## src/rtl/dccm_pkg.sv

```systemverilog
// ============================================================================
// dccm_pkg : definitions shared by all DCCM blocks (owner enum, widths, MMIO)
// Revision : 1.0
// ============================================================================
`default_nettype none

package dccm_pkg;

  localparam int unsigned DCCM_DW = 32;

  // Console MMIO word address (byte address 0x7f03_0000 >> 2)
  localparam logic [29:0] CONSOLE_WADDR = 30'h1fc0_c000;

  typedef enum logic [1:0] {
    OWN_NONE = 2'd0,
    OWN_LSU  = 2'd1,
    OWN_DMA  = 2'd2
  } owner_t;

endpackage

`default_nettype wire

```

## src/rtl/dccm_arb_if.sv

```systemverilog
// ============================================================================
// dccm_arb_if : one requester port of the DCCM arbiter (req/gnt + read return)
// Revision    : 1.0
// ============================================================================
`default_nettype none

interface dccm_arb_if #(
  parameter int AW = 32
);
  import dccm_pkg::*;

  logic               req;
  logic               we;
  logic [AW-1:0]      addr;
  logic [DCCM_DW-1:0] wdata;
  logic               gnt;
  logic               rvalid;
  logic [DCCM_DW-1:0] rdata;

  modport master (
    output req, we, addr, wdata,
    input  gnt, rvalid, rdata
  );

  modport slave (
    input  req, we, addr, wdata,
    output gnt, rvalid, rdata
  );

endinterface

`default_nettype wire

```

## src/rtl/dccm_starve_cnt.sv

```systemverilog
// ============================================================================
// dccm_starve_cnt : saturating counter of consecutive denied DMA cycles
// Revision        : 1.0
// ============================================================================
`default_nettype none

module dccm_starve_cnt #(
  parameter int MAX = 4
) (
  input  logic clk,
  input  logic rst_n,
  input  logic inc,
  input  logic clr,
  output logic at_max
);

  localparam int W = $clog2(MAX + 1);

  logic [W-1:0] cnt;

  assign at_max = (cnt == W'(MAX));

  // clr has priority so a grant in the saturated cycle restarts the count
  always_ff @(posedge clk or negedge rst_n) begin
    if (!rst_n) begin
      cnt <= '0;
    end else if (clr) begin
      cnt <= '0;
    end else if (inc && !at_max) begin
      cnt <= cnt + 1'b1;
    end
  end

endmodule

`default_nettype wire

```

## src/rtl/dccm_arb.sv

```systemverilog
// ============================================================================
// dccm_arb : LSU/DMA arbiter for the single-port DCCM with read-data steering.
//            DCCM_ARB_STARVE_EN enables the DMA anti-starvation counter.
// Revision : 1.0
// ============================================================================
`default_nettype none

module dccm_arb
  import dccm_pkg::*;
#(
  parameter int STARVE_MAX = 4,
  parameter int AW         = 32
) (
  input  logic               clk,
  input  logic               rst_n,
  dccm_arb_if.slave          lsu,
  dccm_arb_if.slave          dma,
  output logic               mem_wr_en,
  output logic               mem_rd_en,
  output logic [AW-1:0]      mem_wr_addr,
  output logic [AW-1:0]      mem_rd_addr,
  output logic [DCCM_DW-1:0] mem_wr_data,
  input  logic [DCCM_DW-1:0] mem_rd_data
);

  logic               force_dma;
  logic               lsu_win;
  logic               dma_win;
  logic               win_wr;
  logic               win_rd;
  logic [AW-1:0]      win_addr;
  logic [DCCM_DW-1:0] win_wdata;
  owner_t             owner_q;
  owner_t             owner_d;

`ifdef DCCM_ARB_STARVE_EN
  dccm_starve_cnt #(
    .MAX (STARVE_MAX)
  ) u_starve_cnt (
    .clk    (clk),
    .rst_n  (rst_n),
    .inc    (dma.req && !dma_win),
    .clr    (dma_win || !dma.req),
    .at_max (force_dma)
  );
`else
  logic unused_starve_max;
  assign unused_starve_max = (STARVE_MAX != 0);
  assign force_dma         = 1'b0;
`endif

  assign dma_win = dma.req && (!lsu.req || force_dma);
  assign lsu_win = lsu.req && !dma_win;
  assign lsu.gnt = lsu_win;
  assign dma.gnt = dma_win;

  always_comb begin
    win_wr    = 1'b0;
    win_rd    = 1'b0;
    win_addr  = '0;
    win_wdata = '0;
    if (dma_win) begin
      win_wr    = dma.we;
      win_rd    = !dma.we;
      win_addr  = dma.addr;
      win_wdata = dma.wdata;
    end else if (lsu_win) begin
      win_wr    = lsu.we;
      win_rd    = !lsu.we;
      win_addr  = lsu.addr;
      win_wdata = lsu.wdata;
    end
  end

  assign mem_wr_en   = win_wr;
  assign mem_rd_en   = win_rd;
  assign mem_wr_addr = win_addr;
  assign mem_rd_addr = win_addr;
  assign mem_wr_data = win_wdata;

  // Owner of the read data returning next cycle; reloaded on every grant
  always_ff @(posedge clk or negedge rst_n) begin
    if (!rst_n) begin
      owner_q <= OWN_NONE;
    end else begin
      owner_q <= owner_d;
    end
  end

  always_comb begin
    owner_d = OWN_NONE;
    if (lsu_win && !lsu.we) begin
      owner_d = OWN_LSU;
    end else if (dma_win && !dma.we) begin
      owner_d = OWN_DMA;
    end
  end

  assign lsu.rvalid = (owner_q == OWN_LSU);
  assign dma.rvalid = (owner_q == OWN_DMA);
  assign lsu.rdata  = lsu.rvalid ? mem_rd_data : '0;
  assign dma.rdata  = dma.rvalid ? mem_rd_data : '0;

endmodule

`default_nettype wire

```

## src/flat_wrapper.sv

```systemverilog
// flat-port wrapper written by rule: the top's interface ports become plain ports
module dccm_arb_flat import dccm_pkg::*;
#(
  parameter int STARVE_MAX = 4,
  parameter int AW         = 32
)
  (clk, rst_n, mem_wr_en, mem_rd_en, mem_wr_addr, mem_rd_addr, mem_wr_data, mem_rd_data, lsu_req, lsu_we, lsu_addr, lsu_wdata, lsu_gnt, lsu_rvalid, lsu_rdata, dma_req, dma_we, dma_addr, dma_wdata, dma_gnt, dma_rvalid, dma_rdata);
  dccm_arb_if #(.AW(AW)) lsu_i ();
  dccm_arb_if #(.AW(AW)) dma_i ();
  input  logic clk;
  input  logic rst_n;
  output logic mem_wr_en;
  output logic mem_rd_en;
  output logic [AW-1:0] mem_wr_addr;
  output logic [AW-1:0] mem_rd_addr;
  output logic [DCCM_DW-1:0] mem_wr_data;
  input  logic [DCCM_DW-1:0] mem_rd_data;
  input wire logic [$bits(lsu_i.req)-1:0] lsu_req;
  input wire logic [$bits(lsu_i.we)-1:0] lsu_we;
  input wire logic [$bits(lsu_i.addr)-1:0] lsu_addr;
  input wire logic [$bits(lsu_i.wdata)-1:0] lsu_wdata;
  output wire logic [$bits(lsu_i.gnt)-1:0] lsu_gnt;
  output wire logic [$bits(lsu_i.rvalid)-1:0] lsu_rvalid;
  output wire logic [$bits(lsu_i.rdata)-1:0] lsu_rdata;
  input wire logic [$bits(dma_i.req)-1:0] dma_req;
  input wire logic [$bits(dma_i.we)-1:0] dma_we;
  input wire logic [$bits(dma_i.addr)-1:0] dma_addr;
  input wire logic [$bits(dma_i.wdata)-1:0] dma_wdata;
  output wire logic [$bits(dma_i.gnt)-1:0] dma_gnt;
  output wire logic [$bits(dma_i.rvalid)-1:0] dma_rvalid;
  output wire logic [$bits(dma_i.rdata)-1:0] dma_rdata;
  assign lsu_i.req = lsu_req;
  assign lsu_i.we = lsu_we;
  assign lsu_i.addr = lsu_addr;
  assign lsu_i.wdata = lsu_wdata;
  assign lsu_gnt = lsu_i.gnt;
  assign lsu_rvalid = lsu_i.rvalid;
  assign lsu_rdata = lsu_i.rdata;
  assign dma_i.req = dma_req;
  assign dma_i.we = dma_we;
  assign dma_i.addr = dma_addr;
  assign dma_i.wdata = dma_wdata;
  assign dma_gnt = dma_i.gnt;
  assign dma_rvalid = dma_i.rvalid;
  assign dma_rdata = dma_i.rdata;
  dccm_arb #(.STARVE_MAX(STARVE_MAX), .AW(AW)) u_core (.clk(clk), .rst_n(rst_n), .lsu(lsu_i), .dma(dma_i), .mem_wr_en(mem_wr_en), .mem_rd_en(mem_rd_en), .mem_wr_addr(mem_wr_addr), .mem_rd_addr(mem_rd_addr), .mem_wr_data(mem_wr_data), .mem_rd_data(mem_rd_data));
endmodule
```

## config.mk

```make
export PLATFORM = sky130hd
export DESIGN_NAME = dccm_arb_flat
export DESIGN_NICKNAME = d
export VERILOG_FILES = /design/src/rtl/dccm_pkg.sv /design/src/rtl/dccm_arb_if.sv /design/src/rtl/dccm_starve_cnt.sv /design/src/rtl/dccm_arb.sv /design/src/flat_wrapper.sv
export SDC_FILE = /design/constraint.sdc
export NUM_CORES = 1
export LEC_CHECK = 0
export ABC_AREA = 1
export CAP_MARGIN = 10
export CELL_PAD_IN_SITES_DETAIL_PLACEMENT = 1
export CELL_PAD_IN_SITES_GLOBAL_PLACEMENT = 2
export CORE_AREA = 5 5 147 149
export CTS_CLUSTER_DIAMETER = 50
export DETAILED_ROUTE_END_ITERATION = 6
export DIE_AREA = 0 0 152 154
export PLACE_DENSITY_LB_ADDON = 0.1
export REMOVE_ABC_BUFFERS = 1
export SETUP_SLACK_MARGIN = 0.02
export SYNTH_ARGS = -nofsm -noshare
export SYNTH_HDL_FRONTEND = slang
export SYNTH_SLANG_ARGS = --single-unit
```

## constraint.sdc

```tcl
create_clock -name clk -period 1.1 [get_ports clk]
set_input_delay 0.11 -clock clk [delete_from_list [all_inputs] [get_ports clk]]
set_output_delay 0.11 -clock clk [all_outputs]
set_load 0.01 [all_outputs]
```

==> results of run 1 <==
-- how the worst max path moves through the flow --
stage	start	end	slack, ns
after floorplan	u_core.owner_q[0]$_DFF_PN0_	dma_rdata[0]	-0.15
after global placement	lsu_req	mem_rd_addr[7]	-0.43
after detailed placement	lsu_req	mem_rd_addr[7]	-0.42
after CTS	u_core.owner_q[1]$_DFF_PN0_	lsu_rvalid	-0.24
after global routing	u_core.owner_q[1]$_DFF_PN0_	lsu_rdata[11]	-0.26
final	u_core.owner_q[0]$_DFF_PN0_	dma_rdata[25]	-0.19
-- layer usage --
| layer | GRT usage | up-vias | routed length [µm] |
|---|---|---|---|
| met5 | 0 | - | 11 |
| met2 | 0.228 | 215 | 8290 |
| li1 | - | 1731 | - |
| met3 | 0.0677 | 10 | 2010 |
| met1 | 0.124 | 1609 | 5650 |
| met4 | 0.0176 | 2 | 140 |
-- layout make-up --
class / count / area [µm²]
fillers: 2556 / 14600
repair buffers: 384 / 3350
multi-input cells: 265 / 1480
well taps: 270 / 338
inverters: 42 / 170
clock buffers: 3 / 75.1
flip-flops and latches: 2 / 50.0
-- logic make-up (layout without fill, tap and decap cells) --
kind of cell | Yosys count | in the layout | share of synthesized area
flip-flops | 2 | 2 | 0.0253
AND/OR/NAND/NOR | 265 | 265 | 0.647
buffers and inverters | 103 | 429 | 0.328
-- cells in the mapped netlist --
cell	number
nand2_1	134
buf_6	3
nand3_2	40
clkbuf_1	2
nand3_1	26
buf_12	4
buf_2	13
buf_8	1
inv_1	38
dfrtp_1	2
inv_4	1
inv_2	3
nor2_1	65
buf_4	38
-- cell usage in the layout (no fill, tap or decap) --
cell type,n
dfrtp_1,2
clkdlybuf4s15_2,2
nand3_2,43
nor2_2,29
bufbuf_16,2
dlymetal6s2s_1,1
inv_2,5
clkbuf_16,5
buf_12,11
nand2_2,13
buf_4,32
clkinv_8,1
buf_8,1
nand3_1,23
nor2_1,27
buf_16,2
dlygate4sd2_1,1
nand2_4,2
inv_1,36
clkdlybuf4s50_1,163
buf_2,130
clkbuf_2,6
nand2_1,119
buf_6,31
nor2_4,9
-- through the flow --
step / instances / TNS (ns) / hold slack [ns] / total power [µW] / worst slack, ns
finish: 966 / -10.59 / 0.0603 / 2750 / -0.186
global route: 966 / -14.76 / 0.0657 / 2930 / -0.261
CTS: 955 / -10.05 / 0.0655 / 2670 / -0.244
detailed placement: 934 / -57.54 / 0.291 / 2250 / -0.418
global placement: 934 / -58.32 / 0.284 / 2260 / -0.431
floorplan: 309 / -9.85 / -0.186 / 613 / -0.153
-- power breakdown --
part	total (µW)	switching, µW	internal (µW)
Clock	543	80.9	462
Combinational	2120	936	1190
Sequential	80.9	3.40	77.5
-- repair_timing --
action / CTS / global route
buffers inserted: 13 / 9
setup endpoints to repair: 166 / 127
cloned: 5 / 3
resized for setup: 656 / 117
pin swaps: 0 / 5
==> run summary, run 1 <==
largest net degree at the start of global routing -> 34
post-synth top area cell -> nand2_1
Leak Pwr -> 0.00290 µW
clk sinks -> 2
die area -> 23400 µm²
TritonCTS clock tree -> built
final wirelength -> 16100 µm
Worst EP arrival -> 1.18 ns
final antenna-violating net count -> 0
CP Launch Type -> flip-flop
drt initial violations -> 49
Buffers on Ports -> 331
# IOs -> 332
synth warn -> 0
crit share post-route -> 1.17
via count -> 3567
HP Class -> in -> async
worst path bufs/invs -> 3
type of the worst setup path -> reg -> out
cell count after synthesis -> 370
setup repair after global routing missed its margin -> yes
CTS Hold Bufs -> 0
Seq/Total Area, Yosys -> 0.0253
Final Setup Violations -> 68
HPWL after DPL -> 13200 µm
Finished Core Util -> 0.273
Core ar. -> 20000 µm²
max reg flops -> 2
Most flops, register -> u_core.owner_q
initial antenna violation count -> 1
n_diodes -> 0
Detailed Routing Iterations Pass 1 -> 4
cts bufs inserted -> 3
Final nets -> 864
ratio of cells with drive above 1 in the final layout -> 0.466
Worst Path Required -> 0.99 ns
GRT overflow -> 0
outcome -> finished with violations
f_max -> 777 MHz
min Tclk post-route -> 1.29 ns
Yosys top cell area share -> 0.255
Netlist cell types -> 14
Worst Tran Pin Value -> 0.211 ns
critical path cell sequence -> inv_2 > nand2_2 > buf_12 > nor2_2 > buf_2
flops & latches, synth -> 2
Final Hold Viols -> 0
P per Cell Area -> 503 nW/µm²
Post-DP Area -> 5410 µm²
GPL Wtd Cong -> 0.756
maximum fanout along the worst path -> 23
CTS Root Cell -> clkbuf_16
DR WL/cell -> 16.7 µm
GRT Total Usage -> 0.123
Initial Util -> 0.0985
Max Slew Vio Count -> 0
failing checks -> negative setup slack
# H-tree levels -> 1
Mean Syn Cell Area -> 5.34 µm²
Core Rows -> 52
max incr delay on CP -> 0.40 ns
vias per cell -> 3.69
vias in the first global route -> 3935
first-pass GRT wire length -> 23200 µm
biggest regs -> u_core.owner_q: 2 flops
Remaining DRCs -> 0
final instance area -> 5460 µm²
Post-Syn Area -> 1970 µm²
CP Capture Type -> output pin
Crit path max-delay family -> flip-flops
CP max stage cell -> dfrtp_1
Levels on crit path -> 5
top post-synthesis cells by area -> nand2_1 25%, nand3_2 20%, buf_4 14%, nor2_1 12%, inv_1 7.2%
peak supply drop -> 0.325 mV
die outline height -> 154 µm
Max Cap Viol -> 0
Worst slew margin -> 0.859
Clock transition at path regs -> 0.03 ns
setup slack after layout -> -0.186 ns
area delta synth->final -> 177%
clk buf depth -> 2
Horiz. Die Dim -> 152 µm
No activity file was read; power rests on OpenSTA's default activity.
==> inputs of run 2 (changes only) <==
--- a/config.mk
+++ b/config.mk
@@ -13,6 +13,7 @@
 export CTS_CLUSTER_DIAMETER = 50
 export DETAILED_ROUTE_END_ITERATION = 6
 export DIE_AREA = 0 0 152 154
+export MAX_ROUTING_LAYER = met4
 export PLACE_DENSITY_LB_ADDON = 0.1
 export REMOVE_ABC_BUFFERS = 1
 export SETUP_SLACK_MARGIN = 0.02
==> run summary, run 2 (synthesis gave the netlist of run 1 again) <==
register area -> 50.0 µm² (unchanged)
DR top layer -> met4 (was met5)
final wirelength -> 16000 µm (was 16100 µm)
Worst Path Required -> 0.99 ns (about the same)
setup repair after global routing missed its margin -> yes (unchanged)
f_max -> 777 MHz (about the same)
die area -> 23400 µm² (unchanged)
P per Cell Area -> 503 nW/µm² (about the same)
Finished Core Util -> 0.271 (was 0.273)
via count -> 3546 (was 3567)
# H-tree levels -> 1 (unchanged)
maximum fanout along the worst path -> 16 (was 23)
outcome -> finished with violations (unchanged)
first-pass GRT wire length -> 23000 µm (was 23200 µm)
Core ar. -> 20000 µm² (unchanged)
max reg flops -> 2 (unchanged)
Most flops, register -> u_core.owner_q (unchanged)
max incr delay on CP -> 0.38 ns (was 0.40 ns)
Buffers on Ports -> 331 (unchanged)
Levels on crit path -> 5 (unchanged)
CP Launch Type -> flip-flop (unchanged)
ratio of cells with drive above 1 in the final layout -> 0.456 (was 0.466)
pre-CTS WS -> -0.418 ns (unchanged)
CP Capture Type -> output pin (unchanged)
final antenna-violating net count -> 0 (unchanged)
CTS Root Cell -> clkbuf_16 (unchanged)
clk buf depth -> 2 (unchanged)
Final Hold Viols -> 0 (unchanged)
Worst Setup SP -> u_core.owner_q[1]$_DFF_PN0_ (was u_core.owner_q[0]$_DFF_PN0_)
Max Cap Viol -> 0 (unchanged)
Initial Util -> 0.0985 (unchanged)
critical path cell sequence -> inv_2 > nand2_4 > clkbuf_16 > nor2_1 > buf_2 (was inv_2 > nand2_2 > buf_12 > nor2_2 > buf_2)
TritonCTS clock tree -> built (unchanged)
Clock transition at path regs -> 0.03 ns (about the same)
Remaining DRCs -> 0 (unchanged)
Critical Path Sink -> lsu_rdata[13] (was dma_rdata[25])
clk sinks -> 2 (unchanged)
Detailed Routing Iterations Pass 1 -> 4 (unchanged)
M1 WL -> 5690 µm (was 5650 µm)
area delta synth->final -> 175% (was 177%)
type of the worst setup path -> reg -> out (unchanged)
overall power -> 2730 µW (was 2750 µW)
biggest regs -> u_core.owner_q: 2 flops (unchanged)
Final nets -> 863 (was 864)
Crit path max-delay family -> buffers and inverters (was flip-flops)
Core Rows -> 52 (unchanged)
CP max stage cell -> dfrtp_1 (unchanged)
# IOs -> 332 (unchanged)
cts bufs inserted -> 3 (unchanged)
Worst slew margin -> 0.860 (was 0.859)
HPWL after DPL -> 13200 µm (unchanged)
vias per cell -> 3.67 (was 3.69)
GPL Wtd Cong -> 0.766 (was 0.756)
met2 wire len -> 8220 µm (was 8290 µm)
GRT Total Usage -> 0.126 (was 0.123)
peak supply drop -> 0.324 mV (was 0.325 mV)
worst path bufs/invs -> 3 (unchanged)
HP Class -> in -> async (unchanged)
crit share post-route -> 1.17 (about the same)
Hold WS -> 0.0603 ns (about the same)
Leak Pwr -> 0.00289 µW (was 0.00290 µW)
met3 wire len -> 1940 µm (was 2010 µm)
fillcell total -> 2557 (was 2556)
Final Setup Violations -> 68 (unchanged)
largest net degree at the start of global routing -> 34 (unchanged)
failing checks -> negative setup slack (unchanged)
most frequent cells in the layout -> 163 x clkdlybuf4s50_1, 132 x buf_2, 119 x nand2_1 (was 163 x clkdlybuf4s50_1, 130 x buf_2, 119 x nand2_1)
Worst EP arrival -> 1.18 ns (about the same)
setup tns final -> -10.71 ns (was -10.59 ns)
Horiz. Die Dim -> 152 µm (unchanged)
die outline height -> 154 µm (unchanged)
drt initial violations -> 41 (was 49)
CTS Hold Bufs -> 0 (unchanged)
Max Slew Vio Count -> 0 (unchanged)
DR WL/cell -> 16.5 µm (was 16.7 µm)
initial antenna violation count -> 1 (unchanged)
Worst Tran Pin Value -> 0.211 ns (about the same)
Multi-input gate area -> 1460 µm² (was 1480 µm²)
GRT overflow -> 0 (unchanged)
commonest non-fill, non-tap cell in the layout -> clkdlybuf4s50_1 (unchanged)
min Tclk post-route -> 1.29 ns (about the same)
setup slack after layout -> -0.186 ns (about the same)
vias in the first global route -> 3965 (was 3935)
[run 2: changes by cell type in the layout (fill, tap and decap cells not counted)]
cell     change
nor2_4       -1
nor2_1       +6
buf_2        +2
buf_6        -3
nor2_2       -5
diode_2      +1
[run 2: timing repair]
action / CTS / global route
gates cloned: 5 / 2
pin swaps: 0 / 6
setup buffers: 13 / 9
gates resized for setup: 656 / 107
endpoints found under the setup margin: 166 / 127
[run 2: worst min path at each step]
stage          startpoint                     endpoint  slack [ns]  cells past startpoint
4_1_cts             rst_n  u_core.owner_q[0]$_DFF_PN0_        0.07                      1
3_3_place_gp        rst_n  u_core.owner_q[1]$_DFF_PN0_        0.28                      1
6_report            rst_n  u_core.owner_q[0]$_DFF_PN0_        0.06                      1
2_1_floorplan       rst_n  u_core.owner_q[0]$_DFF_PN0_       -0.19                      0
3_5_place_dp        rst_n  u_core.owner_q[0]$_DFF_PN0_        0.29                      1
5_1_grt             rst_n  u_core.owner_q[0]$_DFF_PN0_        0.07                      1
[run 2: metal layers]
| layer | up-vias | global-route usage |
|---|---|---|
| met5 | - | - |
| met4 | 0 | 0.0176 |
| met3 | 8 | 0.0638 |
| met2 | 217 | 0.228 |
| met1 | 1590 | 0.126 |
| li1 | 1731 | - |
[run 2: layout make-up]
class                      count  share of cell area
clock buffer                   3              0.0138
antenna                        1            0.000461
timing repair buffer         383               0.614
sequential                     2             0.00923
tap                          270              0.0623
multi-input combinational    265               0.269
inverter                      42              0.0314
[run 2: through the flow]
| step | cells | instance area [µm²] |
|---|---|---|
| CTS | 955 | 5180 |
| global placement | 934 | 5410 |
| detailed placement | 934 | 5410 |
| global route | 966 | 5420 |
| finish | 966 | 5420 |
| floorplan | 309 | 1490 |
[run 2: where the power goes]
group,internal [µW],switching [µW]
clock,462,80.9
sequential,77.5,3.40
combinational,1180,925
total,1720,1010
